<file path="src/rtl/uart_phy_lite_if.sv">
// uart_phy_lite_if: byte-level TX/RX handshake and status pulses between the UART register block and the PHY.
interface uart_phy_lite_if;
  logic [7:0] tx_data;
  logic       tx_valid;
  logic       tx_ready;
  logic [7:0] rx_data;
  logic       rx_valid;
  logic       rx_ready;
  logic       rx_frame_err;
  logic       rx_overrun;
  modport slave (input tx_data, tx_valid, rx_ready, output tx_ready, rx_data, rx_valid, rx_frame_err, rx_overrun);
  modport master (output tx_data, tx_valid, rx_ready, input tx_ready, rx_data, rx_valid, rx_frame_err, rx_overrun);
endinterface

</file>
<file path="src/rtl/uart_phy_lite.sv">
// uart_phy_lite: 8N1 UART PHY serialising bytes onto uart_tx and deserialising uart_rx into a held byte.
module uart_phy_lite #(
  parameter int CLK_FREQ  = 50000000,
  parameter int BAUD_RATE = 115200
) (
  input  logic            clka,
  input  logic            rstn,
  uart_phy_lite_if.slave  bus,
  output logic            uart_tx,
  input  logic            uart_rx
);
  localparam int DIVISOR = CLK_FREQ / BAUD_RATE;
  localparam int CW = $clog2(DIVISOR + 1);
  localparam logic [CW-1:0] DIV = CW'(DIVISOR);
  localparam logic [CW-1:0] HALF = CW'(DIVISOR / 2);
  localparam logic [CW-1:0] CNT1 = CW'(1);
  if (DIVISOR < 4) begin : g_div_chk
    $error("uart_phy_lite: DIVISOR must be >= 4");
  end
  typedef enum logic [1:0] {IDLE, START, DATA, STOP} state_t;
  state_t          tx_st_q;
  logic [CW-1:0]   tx_cnt_q;
  logic [2:0]      tx_idx_q;
  logic [7:0]      tx_sh_q;
  logic            tx_q;
  logic            tx_ready_q;
  // Each phase lasts exactly DIVISOR edges: loaded with DIVISOR, transitions when it reads 1.
  always_ff @(posedge clka or negedge rstn) begin
    if (!rstn) begin
      tx_st_q    <= IDLE;
      tx_cnt_q   <= '0;
      tx_idx_q   <= '0;
      tx_sh_q    <= '0;
      tx_q       <= 1'b1;
      tx_ready_q <= 1'b1;
    end else begin
      case (tx_st_q)
        IDLE: if (bus.tx_valid) begin
          tx_st_q    <= START;
          tx_cnt_q   <= DIV;
          tx_sh_q    <= bus.tx_data;
          tx_q       <= 1'b0;
          tx_ready_q <= 1'b0;
        end
        START: if (tx_cnt_q == CNT1) begin
          tx_st_q  <= DATA;
          tx_cnt_q <= DIV;
          tx_idx_q <= '0;
          tx_q     <= tx_sh_q[0];
        end else tx_cnt_q <= tx_cnt_q - 1'b1;
        DATA: if (tx_cnt_q == CNT1) begin
          tx_st_q  <= (tx_idx_q == 3'd7) ? STOP : DATA;
          tx_cnt_q <= DIV;
          tx_idx_q <= tx_idx_q + 1'b1;
          tx_sh_q  <= tx_sh_q >> 1;
          tx_q     <= (tx_idx_q == 3'd7) ? 1'b1 : tx_sh_q[1];
        end else tx_cnt_q <= tx_cnt_q - 1'b1;
        default: if (tx_cnt_q == CNT1) begin
          tx_st_q    <= IDLE;
          tx_ready_q <= 1'b1;
        end else tx_cnt_q <= tx_cnt_q - 1'b1;
      endcase
    end
  end
  logic [1:0]      sync_q;
  logic            rxs;
  state_t          rx_st_q;
  logic [CW-1:0]   rx_cnt_q;
  logic [2:0]      rx_idx_q;
  logic [7:0]      rx_sh_q;
  logic [7:0]      rx_data_q;
  logic            rx_valid_q;
  logic            ferr_q;
  logic            ovr_q;
  assign rxs = sync_q[1];
  always_ff @(posedge clka or negedge rstn) begin
    if (!rstn) sync_q <= 2'b11;
    else sync_q <= {sync_q[0], uart_rx};
  end
  // Returning to IDLE at mid-stop leaves half a bit to catch the next start edge.
  always_ff @(posedge clka or negedge rstn) begin
    if (!rstn) begin
      rx_st_q    <= IDLE;
      rx_cnt_q   <= '0;
      rx_idx_q   <= '0;
      rx_sh_q    <= '0;
      rx_data_q  <= '0;
      rx_valid_q <= 1'b0;
      ferr_q     <= 1'b0;
      ovr_q      <= 1'b0;
    end else begin
      ferr_q <= 1'b0;
      ovr_q  <= 1'b0;
      if (rx_valid_q && bus.rx_ready) rx_valid_q <= 1'b0;
      case (rx_st_q)
        IDLE: if (!rxs) begin
          rx_st_q  <= START;
          rx_cnt_q <= HALF;
        end
        START: if (rx_cnt_q == CNT1) begin
          rx_st_q  <= rxs ? IDLE : DATA;
          rx_cnt_q <= DIV;
          rx_idx_q <= '0;
        end else rx_cnt_q <= rx_cnt_q - 1'b1;
        DATA: if (rx_cnt_q == CNT1) begin
          rx_st_q  <= (rx_idx_q == 3'd7) ? STOP : DATA;
          rx_cnt_q <= DIV;
          rx_idx_q <= rx_idx_q + 1'b1;
          rx_sh_q  <= {rxs, rx_sh_q[7:1]};
        end else rx_cnt_q <= rx_cnt_q - 1'b1;
        default: if (rx_cnt_q == CNT1) begin
          rx_st_q <= IDLE;
          if (!rxs) ferr_q <= 1'b1;
          else if (!rx_valid_q || bus.rx_ready) begin
            rx_data_q  <= rx_sh_q;
            rx_valid_q <= 1'b1;
          end else ovr_q <= 1'b1;
        end else rx_cnt_q <= rx_cnt_q - 1'b1;
      endcase
    end
  end
  assign uart_tx          = tx_q;
  assign bus.tx_ready     = tx_ready_q;
  assign bus.rx_data      = rx_data_q;
  assign bus.rx_valid     = rx_valid_q;
  assign bus.rx_frame_err = ferr_q;
  assign bus.rx_overrun   = ovr_q;
endmodule

</file>
<file path="src/flat_wrapper.sv">
// flat-port wrapper written by rule: the top's interface ports become plain ports
module uart_phy_lite_flat 
#(
  parameter int CLK_FREQ  = 50000000,
  parameter int BAUD_RATE = 115200
)
  (clka, rstn, uart_tx, uart_rx, bus_tx_data, bus_tx_valid, bus_rx_ready, bus_tx_ready, bus_rx_data, bus_rx_valid, bus_rx_frame_err, bus_rx_overrun);
  uart_phy_lite_if bus_i ();
  input  logic clka;
  input  logic rstn;
  output logic uart_tx;
  input  logic uart_rx;
  input wire logic [$bits(bus_i.tx_data)-1:0] bus_tx_data;
  input wire logic [$bits(bus_i.tx_valid)-1:0] bus_tx_valid;
  input wire logic [$bits(bus_i.rx_ready)-1:0] bus_rx_ready;
  output wire logic [$bits(bus_i.tx_ready)-1:0] bus_tx_ready;
  output wire logic [$bits(bus_i.rx_data)-1:0] bus_rx_data;
  output wire logic [$bits(bus_i.rx_valid)-1:0] bus_rx_valid;
  output wire logic [$bits(bus_i.rx_frame_err)-1:0] bus_rx_frame_err;
  output wire logic [$bits(bus_i.rx_overrun)-1:0] bus_rx_overrun;
  assign bus_i.tx_data = bus_tx_data;
  assign bus_i.tx_valid = bus_tx_valid;
  assign bus_i.rx_ready = bus_rx_ready;
  assign bus_tx_ready = bus_i.tx_ready;
  assign bus_rx_data = bus_i.rx_data;
  assign bus_rx_valid = bus_i.rx_valid;
  assign bus_rx_frame_err = bus_i.rx_frame_err;
  assign bus_rx_overrun = bus_i.rx_overrun;
  uart_phy_lite #(.CLK_FREQ(CLK_FREQ), .BAUD_RATE(BAUD_RATE)) u_core (.clka(clka), .rstn(rstn), .bus(bus_i), .uart_tx(uart_tx), .uart_rx(uart_rx));
endmodule
</file>
<file path="config.mk">
export PLATFORM = sky130hd
export DESIGN_NAME = uart_phy_lite_flat
export DESIGN_NICKNAME = d
export VERILOG_FILES = /design/src/rtl/uart_phy_lite_if.sv /design/src/rtl/uart_phy_lite.sv /design/src/flat_wrapper.sv
export SDC_FILE = /design/constraint.sdc
export NUM_CORES = 1
export LEC_CHECK = 0
export ABC_AREA = 1
export CAP_MARGIN = 10
export CORE_MARGIN = 1.5
export CORE_UTILIZATION = 35
export CTS_CLUSTER_SIZE = 25
export DETAILED_ROUTE_END_ITERATION = 12
export HOLD_SLACK_MARGIN = 0.08
export MAX_ROUTING_LAYER = met4
export SETUP_SLACK_MARGIN = 0.5
export SLEW_MARGIN = 20
export SYNTH_ARGS = -nofsm -noshare
export SYNTH_HDL_FRONTEND = slang
export SYNTH_SLANG_ARGS = --single-unit
</file>
<file path="constraint.sdc">
create_clock -name clka -period 2.8 [get_ports clka]
set_input_delay 0.28 -clock clka [delete_from_list [all_inputs] [get_ports clka]]
set_output_delay 0.28 -clock clka [all_outputs]
set_load 0.02 [all_outputs]
</file>
# == Yosys cells after proc, flatten, opt, wreduce, memory -nomap -nowiden ==
# Cells that the tools add are included.
# W data, S select, Z words.
# totals
ff_bits,59
in_bits,13
wordCells,111
# classes
addsub,4
eq_ne,16
n_mux,49
n_bitwise,2
n_reduce_logical,25
# op_table
op,count
$mux W9,6
$pmux W9 S2,2
$mux W1,19
$eq A9 B1 Y1 const B,2
$mux W2,9
$sub A9 B1 Y9 const B,2
$mux W8,2
$pmux W8 S2,1
$reduce_and A4 Y1,4
$mux W3,4
$pmux W2 S3,2
$pmux W3 S2,2
$reduce_and A3 Y1,4
$reduce_bool A2 Y1,5
$ne A2 B1 Y1 const B,4
$add A3 B1 Y3 const B,2
$eq A3 B3 Y1 const B,2
$ne A3 B3 Y1 const B,2
$reduce_and A2 Y1,3
$eq A2 B1 Y1 const B,2
$eq A2 B2 Y1 const B,2
$logic_not A2 Y1,2
$ne A2 B2 Y1 const B,2
$reduce_or A2 Y1,2
8 further kinds,9

# == Logic depth before layout (Yosys ltp) ==
# Gate-level depths: netlist of run 1.
# depth
word_depth,6
ltp_mapped,10
depth_no_buf,10

# == Worst setup path before layout of run 1 ==
# Ideal clock, no wire load.
# synth_timing
path_kind,register to register
from,register u_core.tx_st_q[0]
to,register u_core.tx_sh_q[0]
arrival_ns,1.440
slack_ns,1.286
path_stages_with_launch,10
period_less_slack_ns,1.514
path_cell_list,dfrtp_1 > inv_1 > ha_1 > inv_1 > or2_2 > buf_6 > nand3_4 > buf_6 > nand2_1 > o21ai_2
# synth_between
elab_chain_cells,3
word_cells_on_any_way,7
# synth_rtl
item,line_no,source
"start, declared",uart_phy_lite.sv:21,state_t tx_st_q;
"start signal, assigned",uart_phy_lite.sv:52,tx_st_q <= (tx_idx_q == 3'd7) ? STOP : DATA;
$eq A2 B2 Y1 or $logic_not A2 Y1 (tied branches),uart_phy_lite.sv:37,case (tx_st_q)
$ne A2 B1 Y1 (no source line) (tied with other cells),--,
$reduce_and A3 Y1 (no source line),--,
"end signal, assigned",uart_phy_lite.sv:41,tx_sh_q <= bus.tx_data;
"end signal, assigned",uart_phy_lite.sv:55,tx_sh_q <= tx_sh_q >> 1;
"end, declared",uart_phy_lite.sv:24,logic [7:0] tx_sh_q;
# Several ways; a longest one is shown, not always the timed one.
# A chain may end at the register's enable or synchronous reset.

# == Worst setup path after layout of run 1 ==
# layout_timing
from,register u_core.tx_st_q[0]
to,register u_core.tx_sh_q[5]
# The elaborated chain is that of the path after synthesis.

==> run metrics, run 1 <==
status complete, but fails checks; failing checks DRC; layout cells sized above 1 0.1392; Total Power just over 3 mW; headroom to the max-slew limit 0.6439; CTS Root Buffer Type clkbuf_8; Req. time, crit path 3010 ps; power per cell area approximately 800 nW/um^2; synth warn 0; critical path class reg2reg; sequential fraction of design power 0.366; # rows 34; Comb pwr share 0.352; Arr. time, crit path about 2100 ps; Post-CTS Setup Repair Bufs 0; TritonCTS buffer count 9; CTS tree done; area leader, netlist dfrtp_1; fin worst setup slack 940.0 ps; Int Pwr roughly 1.9 mW; Yosys reg bits 59; DRC errors left 1; period utilization 0.6643; Nets 456; Synth area leaders dfrtp_1, nand2_1, ha_1, inv_1, nand3_1; first-pass detailed-route iteration total 8; diode count 0; first-pass GRT wire length ~10,000 um; Ports 26; Die Ht about 100 um; final period demand of the worst path between 1500 and 2000 ps; Die Area around 9800 sq um; leakage power ~1.9 nW; core outline area approximately 8800 sq um; Cell Area, Synth between 3000 and 4000 sq um; register area share after synthesis 0.4600; Die W about 100 um; synthesized area per cell approximately 8 sq um; vias per inst around 4.6; clock-pin slew on the worst setup and hold paths around 60 ps; Final setup violation count 0; Clock power frac 0.283; Final Non-Filler Cells 539; Design Area, Final 3792 sq um; Placed Cells about 520; RePlAce Congestion 0.8116; setup_tns 0 ps; Clk Latency, worst-skew pair roughly 330 ps; Place WS approximately 920 ps; VDD IR-drop max between 0.5 and 0.6 mV; Fin. Hold Viols 0; Synth top area share 0.4274; synth unique cells 32; Synth Instances just under 400; switching power share of the total 0.3689; count of pins over their slew limit 0; post-detail-place hpwl between 4000 and 5000 um; gr usage total 0.1351; Net Switching roughly 1.1 mW; clock sinks 59; vias in the first global route roughly 2,300; Hold Path Class in2reg; largest net degree at the start of global routing 25; Max-Cap Viols 0; Slew @ Worst Pin 534.2 ps; FMAX around 540 MHz; PortBufs 25; drt wl/cell 11.00 um; dpl cell area 3567 sq um; Syn Nets around 420; Hold WS 357.9 ps; H-Tree Depth 3; Starting Density 0.3657; ANT nets after route 0; CTS Hold Bufs 1; CTS Buffer Depth 2; global route overflow 0; area delta synth->final 17.75%; unrepaired setup endpoints after global routing false; Via Count 2,491; initial drt markers 100; clock skew roughly 5.7 ps; Setup crit end kind flop; drt total wl around 5900 um; worst-path maximum fanout 16; initial antenna violation count 0; Post-CTS Resized 0; fin util 0.4307; kind of start point of the critical path flop
==> power groups by stage <==
stage	sequential, mW	clock [mW]	combinational (mW)
final	1.11	0.855	1.07
after detailed placement	1.12	0	1.08
after global routing	1.13	0.930	1.24
after floorplan	1.11	0	0.885
after CTS	1.11	0.888	1.08
after global placement	1.12	0	1.05
==> critical path, cell delays in order (launching register included) <==
cell,delay [ps]
dfrtp_1,410
inv_1,90
ha_1,320
inv_1,270
nand2_1,180
nand3_4,220
nor2_1,200
a21oi_2,40
==> per-layer routing <==
| metal | vias up | global-route usage | share of wire |
|---|---|---|---|
| li1 | 1307 | - | - |
| met1 | 1149 | 0.1792 | 0.51 |
| met2 | 31 | 0.2048 | 0.46 |
| met3 | 4 | 0.02553 | 0.026 |
| met4 | 0 | 0.05275 | 0.0096 |
| met5 | - | - | 0 |
==> cells by family (layout without fill, tap and decap cells) <==
logic type                 count (synthesis)  in the layout  share of synthesized area
buffers and inverters                     66            103                    0.08586
muxes                                      1              1                   0.003108
AOI/OAI and AO/OA                         64             64                     0.1208
and+or+nand+nor                          185            185                     0.2599
xor gates and xnor gates                   3              3                   0.008160
adders and majority gates                 16             16                    0.06216
DFF                                       59             59                     0.4600
==> area by class of cell <==
cell class                      count  area [sq um]
Fill cell                         896          5014
Clock buffer                       10         137.6
Timing Repair Buffer               28         270.3
Inverter                           60         227.7
Clock inverter                      5         77.57
Tap cell                          108         135.1
Multi-Input combinational cell    269          1463
Sequential cell                    59          1481
==> worst paths after layout <==
| kind | to | start | slack, ps | cells past startpoint |
|---|---|---|---|---|
| setup / recovery | u_core.tx_sh_q[5]$_DFFE_PN0P_ | u_core.tx_st_q[0]$_DFFE_PN0P_ | 940 | 7 |
| min in group asynchronous | u_core.tx_sh_q[3]$_DFFE_PN0P_ | rstn | 450 | 2 |
| hold reg to reg | u_core.sync_q[1]$_DFF_PN1_ | u_core.sync_q[0]$_DFF_PN1_ | 370 | 0 |
| setup reg to reg | u_core.tx_sh_q[5]$_DFFE_PN0P_ | u_core.tx_st_q[0]$_DFFE_PN0P_ | 940 | 7 |
| max in group asynchronous | u_core.bus.rx_data[6]$_DFFE_PN0P_ | rstn | 1660 | 3 |
| hold / removal | u_core.sync_q[0]$_DFF_PN1_ | uart_rx | 360 | 1 |
==> cell usage in the layout, fill, tap and decap left out, types with 4 or more instances in the layout <==
master	n
a21oi_1	7
a21oi_2	6
clkbuf_8	10
clkdlybuf4s50_1	24
dfrtp_1	55
dfstp_2	4
ha_1	16
inv_1	53
inv_2	6
nand2_1	100
nand3_1	29
nor2_1	36
o21ai_0	27
o21ai_1	11
o21ai_2	10
==> Yosys cell counts, drive strengths merged <==
library cell	n
a21oi	13
buf	5
clkbuf	1
dfrtp	55
dfstp	4
ha	16
inv	60
mux2i	1
nand2	106
nand3	30
nand3b	1
nand4	4
nor2	41
nor3	1
o2111ai	1
o211ai	1
o21a	1
o21ai	48
or2	2
xor2	3
==> registers in the layout, indices dropped and copies added, names as in the netlist <==
register,count
u_core.bus.rx_valid,1
u_core.tx_cnt_q,9
u_core.bus.tx_ready,1
u_core.tx_sh_q,8
u_core.rx_sh_q,8
u_core.rx_idx_q,3
u_core.bus.rx_overrun,1
u_core.rx_st_q,2
u_core.rx_cnt_q,9
u_core.sync_q,2
u_core.bus.rx_frame_err,1
u_core.tx_idx_q,3
u_core.uart_tx,1
u_core.tx_st_q,2
u_core.bus.rx_data,8
Power figures use the tool's default switching activity.
==> run 2, diff against run 1 <==
==> constraint.sdc (replaced) <==
create_clock -name clka -period 1.6 [get_ports clka]
set_input_delay 0.16 -clock clka [delete_from_list [all_inputs] [get_ports clka]]
set_output_delay 0.16 -clock clka [all_outputs]
set_load 0.02 [all_outputs]
==> run 2 against run 1 <==
  * The run still ends with DRC left
  * Sequential power is 76% higher
  * Cell count grew 9.5%
  * Design area rose by 24%
  * Count of clock-buffer cells in the layout grew 2
  * Combinational power rose to 2.8 times the previous value
  * Largest cell class is now multi-input gates
  * Highest routed layer unchanged
==> run metrics, run 2 (same netlist as run 1, synthesis figures left out) <==
Max-Cap Viols 0; fin worst setup slack between 70 and 80 ps; Die W approximately 99 um; RePlAce Congestion 0.8601; r2r endpoint u_core.tx_sh_q[2]$_DFFE_PN0P_; core outline area just under 9000 sq um; Hold WS 235.8 ps; kind of start point of the critical path flop; sequential fraction of design power 0.321; Net Switching about 2.5 mW; Total Power 6.085 mW; PortBufs 25; dpl cell area approximately 3700 sq um; most frequent cells in the layout nand2_1, dfrtp_1, inv_1; Int Pwr 3.584 mW; Worst R2R Setup Slack between 70 and 80 ps; count of pins over their slew limit 0; Place WS 3.453 ps; clock sinks 59; clock skew roughly 14 ps; FMAX between 600 and 700 MHz; Crit-path slowest cell dfrtp_1; initial drt markers between 100 and 150; drt wl/cell 12.95 um; CP Launch Point u_core.tx_cnt_q[1]$_DFFE_PN0P_; Setup crit end kind flop; Reg2Reg Depth 9; Slew @ Worst Pin about 360 ps; CTS Buffer Depth 2; leakage power approximately 2.2 nW; headroom to the max-slew limit 0.7599; Top Registers u_core.rx_cnt_q x9, u_core.tx_cnt_q x9; setup_tns 0 ps; worst-path maximum fanout 8; crit path to u_core.tx_sh_q[2]$_DFFE_PN0P_; first-pass GRT wire length roughly 13,000 um; Via Count ~2,900; unrepaired setup endpoints after global routing true; ANT nets after route 0; fin util 0.5358; gr usage total 0.1656; Largest stage delay, worst path ~390 ps; R2R Path Start u_core.tx_cnt_q[1]$_DFFE_PN0P_; Arr. time, crit path between 1500 and 2000 ps; vias per inst around 4.8; clock-pin slew on the worst setup and hold paths roughly 60 ps; initial antenna violation count 0; Design Area, Final about 4700 sq um; Nets about 510; Clock power frac 0.185; # rows 34; post-detail-place hpwl about 4300 um; most common cell after layout, fill and taps aside nand2_1; Starting Density 0.3657; CTS Root Buffer Type clkbuf_8; diode count 0; VDD IR-drop max approximately 0.76 mV; final period demand of the worst path 1523 ps; Crit path max-delay family simple AND/OR/NAND/NOR gates; H-Tree Depth 3; most frequent CP cell nand2_4; fill cell count approximately 790; Hold Path Class in2reg; drt total wl ~7600 um; failing checks DRC; CTS tree done; Stages on worst setup path 9; power per cell area between 1000 and 1500 nW/um^2; largest net degree at the start of global routing 60; buffers and inverters on the worst path 1; period utilization 0.9518; Critical Path, Cell by Cell inv_2 > ha_4 > nand2_4 > nor2_4 > nand2_4 > nand2_4 > nand3_4 > nor2_4 > a21oi_2; Final setup violation count 0; TritonCTS buffer count 9; layout cells sized above 1 0.4502; Die Ht between 90 and 100 um; Comb pwr share 0.494; Req. time, crit path 1820 ps; global route overflow 0; area delta synth->final 46.50%; critical path class reg2reg; vias in the first global route 2,790; DRC errors left 3; Ports 26; switching power share of the total 0.4111; Clk Latency, worst-skew pair 340 ps; Placed Cells 528; Final Non-Filler Cells 590; Die Area 9786 sq um; Fin. Hold Viols 0; first-pass detailed-route iteration total 8; status complete, but fails checks
==> run 2: cell types whose count changed in the layout (fill, tap and decap cells not counted), moves of 15 or more <==
cell     delta
nor2_1     -18
o21ai_0    -18
nand2_1    -20
buf_4      +29
inv_1      -15
nand3_1    -15
nand2_2    +16
==> run 2: final cells by class <==
type | instances | area (sq um) | share of cell area
Clock inverter | 4 | 20.02 | 0.004243
Tap cell | 108 | 135.1 | 0.02864
Timing Repair Buffer | 74 | 679.4 | 0.1440
Sequential cell | 59 | 1484 | 0.3145
Multi-Input combinational cell | 273 | 2029 | 0.4301
Clock buffer | 12 | 135.1 | 0.02864
Inverter | 60 | 235.2 | 0.04985
==> run 2: how the worst min path moves through the flow <==
stage	start	end	cells after the start
2_1_floorplan	rstn	u_core.bus.rx_data[0]$_DFFE_PN0P_	0
3_3_place_gp	rstn	u_core.bus.rx_data[2]$_DFFE_PN0P_	2
3_5_place_dp	rstn	u_core.rx_sh_q[1]$_DFFE_PN0P_	2
4_1_cts	uart_rx	u_core.sync_q[0]$_DFF_PN1_	1
5_1_grt	uart_rx	u_core.sync_q[0]$_DFF_PN1_	1
6_report	uart_rx	u_core.sync_q[0]$_DFF_PN1_	1
==> run 2: worst reg2reg max path, delay by kind of cell (launching register included) <==
| kind | cells | cell delay [ps] |
|---|---|---|
| AOI/OAI and AO/OA | 1 | 30 |
| DFF | 1 | 390 |
| buffers and inverters | 1 | 90 |
| adders and majority gates | 1 | 160 |
| and+or+nand+nor | 6 | 740 |
==> run 2: power groups by stage <==
stage	combinational (mW)	clock, mW	sequential [mW]
final	3.01	1.13	1.95
after floorplan	1.61	0	1.95
after CTS	2.56	1.17	1.94
after global placement	1.91	0	1.96
after detailed placement	1.96	0	1.97
after global routing	3.30	1.24	1.99
==> run 2: layer usage <==
layer,share of wire,track usage,wire length (um),vias to the layer above
li1,-,-,-,1429
met1,0.44,0.2093,3383,1352
met2,0.51,0.2706,3876,60
met3,0.038,0.03121,288,10
met4,0.012,0.04945,91,0
met5,0,-,0,-
==> run 2: what timing repair did <==
action,in CTS,in global routing
hold endpoints to repair,55,0
pin swaps,24,38
setup endpoints to repair,69,59
cloned,4,0
hold buffers,1,0
setup buffers,21,20
gates resized for setup,137,57
==> run 3, diff against run 2 <==
--- a/config.mk
+++ b/config.mk
@@ -18,3 +18,4 @@
 export SYNTH_ARGS = -nofsm -noshare
 export SYNTH_HDL_FRONTEND = slang
 export SYNTH_SLANG_ARGS = --single-unit
+export TNS_END_PERCENT = 50
==> run 3 against run 2 <==
  * The flow still finishes with violations (DRC)
  * Maximum frequency increased by 4.7%
  * Sequential power about the same
  * Combinational power decreased by 13%
  * Total power increased by 0.52%
  * Worst setup slack improved by 68 ps
  * Via count decreased by 3.6%
  * Die area unchanged
  * Count of clock-buffer cells in the layout decreased by 2
  * Highest routed layer unchanged
==> run metrics, run 3 (same netlist as run 1, synthesis figures left out) <==
Crit-path slowest cell dfrtp_1; clock sinks 59; Req. time, crit path approximately 1800 ps; Setup crit end kind flop; Max-Cap Viols 0; r2r endpoint u_core.tx_sh_q[3]$_DFFE_PN0P_; FMAX about 700 MHz; Die Area approximately 10000 sq um; count of pins over their slew limit 0; drt wl/cell 12.20 um; global route overflow 0; status complete, but fails checks; post-detail-place hpwl 4325 um; ANT nets after route 0; Largest stage delay, worst path 390 ps; Reg2Reg Depth 9; fill cell count about 840; leakage power around 2.1 nW; most common cell after layout, fill and taps aside nand2_1; Hold WS about 210 ps; gr usage total 0.1542; # rows 34; period utilization 0.9092; Slew @ Worst Pin about 270 ps; diode count 0; PortBufs 25; largest net degree at the start of global routing 35; Fin. Hold Viols 0; final period demand of the worst path 1455 ps; Ports 26; failing checks DRC; CTS Buffer Depth 2; Die Ht roughly 100 um; buffers and inverters on the worst path 1; Worst R2R Setup Slack 150 ps; fin util 0.5121; Nets 490; kind of start point of the critical path flop; vias in the first global route about 2,600; Critical Path, Cell by Cell inv_2 > ha_4 > nand2_4 > nor2_4 > nand2_4 > nand2_4 > nand3_4 > nor2_2 > a21oi_2; Starting Density 0.3657; Crit path max-delay family simple AND/OR/NAND/NOR gates; VDD IR-drop max ~0.78 mV; first-pass detailed-route iteration total 8; first-pass GRT wire length roughly 12,000 um; core outline area 8806 sq um; Arr. time, crit path around 1700 ps; TritonCTS buffer count 9; unrepaired setup endpoints after global routing true; CTS Root Buffer Type clkbuf_8; Design Area, Final between 4000 and 5000 sq um; area delta synth->final 40.02%; fin worst setup slack around 150 ps; drt total wl 7003 um; R2R Path Start u_core.tx_cnt_q[1]$_DFFE_PN0P_; critical path class reg2reg; initial antenna violation count 0; clock-pin slew on the worst setup and hold paths 80 ps; Hold Path Class in2async; most frequent CP cell nand2_4; power per cell area between 1000 and 1500 nW/um^2; Die W slightly below 100 um; Clk Latency, worst-skew pair around 350 ps; Via Count ~2,700; worst-path maximum fanout 8; most frequent cells in the layout nand2_1, dfrtp_1, inv_1; Place WS -2.891 ps; area of the multi-input gates 1853 sq um; Top Registers u_core.rx_cnt_q x9, u_core.tx_cnt_q x9; Sequential cell area between 1000 and 1500 sq um; H-Tree Depth 3; initial drt markers between 80 and 90; vias per inst ~4.8; layout cells sized above 1 0.3755; CTS tree done; RePlAce Congestion ~0.83; DRC errors left 3; dpl cell area 3652 sq um; headroom to the max-slew limit 0.8191; clock skew 9.683 ps; Final setup violation count 0
## run 3: cell types whose count changed in the layout (fill, tap and decap cells not counted), moves of 5 or more
cell           delta
dlygate4sd2_1     +7
nand2_2           -5
nor2_4            -5
nand3_1           +7
buf_4             -7
buf_6             -7
buf_2             -9
## run 3: worst reg2reg max path, cell delays in order (launching register included)
cell,delay [ps]
dfrtp_1,390
inv_2,80
ha_4,140
nand2_4,50
nor2_4,110
nand2_4,90
nand2_4,100
nand3_4,190
nor2_2,150
a21oi_2,40
## run 3: where the power goes
| part | switching (mW) | internal, mW | leakage [nW] |
|---|---|---|---|
| Combinational | 1.58 | 1.03 | 1.29 |
| Sequential | 0.157 | 1.78 | 0.742 |
| Clock | 0.650 | 0.919 | 0.108 |
## run 3: cell type report
| cell class | count | area share |
|---|---|---|
| multi-input combinational | 271 | 0.4109 |
| clock buffer | 10 | 0.03052 |
| timing repair buffer | 60 | 0.1262 |
| clock inverter | 6 | 0.01970 |
| inverter | 60 | 0.05272 |
| tap | 108 | 0.02997 |
| sequential | 59 | 0.3299 |
## run 3: worst max path at each step
stage,startpoint,to,slack [ps],depth (start not counted)
after floorplan,u_core.tx_st_q[1]$_DFFE_PN0P_,u_core.tx_sh_q[0]$_DFFE_PN0P_,170,8
after global placement,u_core.rx_st_q[0]$_DFFE_PN0P_,u_core.rx_cnt_q[7]$_DFFE_PN0P_,80,5
after detailed placement,u_core.tx_cnt_q[1]$_DFFE_PN0P_,u_core.tx_sh_q[4]$_DFFE_PN0P_,-3,9
after CTS,u_core.tx_cnt_q[1]$_DFFE_PN0P_,u_core.tx_sh_q[5]$_DFFE_PN0P_,130,9
after global routing,u_core.rx_cnt_q[1]$_DFFE_PN0P_,u_core.bus.rx_data[6]$_DFFE_PN0P_,50,10
final,u_core.tx_cnt_q[1]$_DFFE_PN0P_,u_core.tx_sh_q[3]$_DFFE_PN0P_,150,9
## run 3: per-layer routing
metal	GRT usage	vias up	share of wire
met3	0.04184	10	0.039
met2	0.2509	47	0.50
met5	-	-	0
li1	-	1390	-
met1	0.1859	1300	0.45
met4	0.05055	0	0.012
## run 3: what timing repair did
action                     CTS  global route
setup endpoints to repair   70            69
hold buffers                 1             0
hold endpoints to repair    55             0
pin swaps                   24            11
buffers inserted            18             8
gates cloned                 2             1
resized for setup           93            46
## run 3: stage by stage
step / setup TNS [ps] / total power [mW] / instances
3_3_place_gp: 0 / 3.882 / 528
2_1_floorplan: 0 / 3.555 / 394
4_1_cts: 0 / 5.921 / 565
5_1_grt: 0 / 6.579 / 574
3_5_place_dp: -2.891 / 3.915 / 528
6_report: 0 / 6.117 / 574
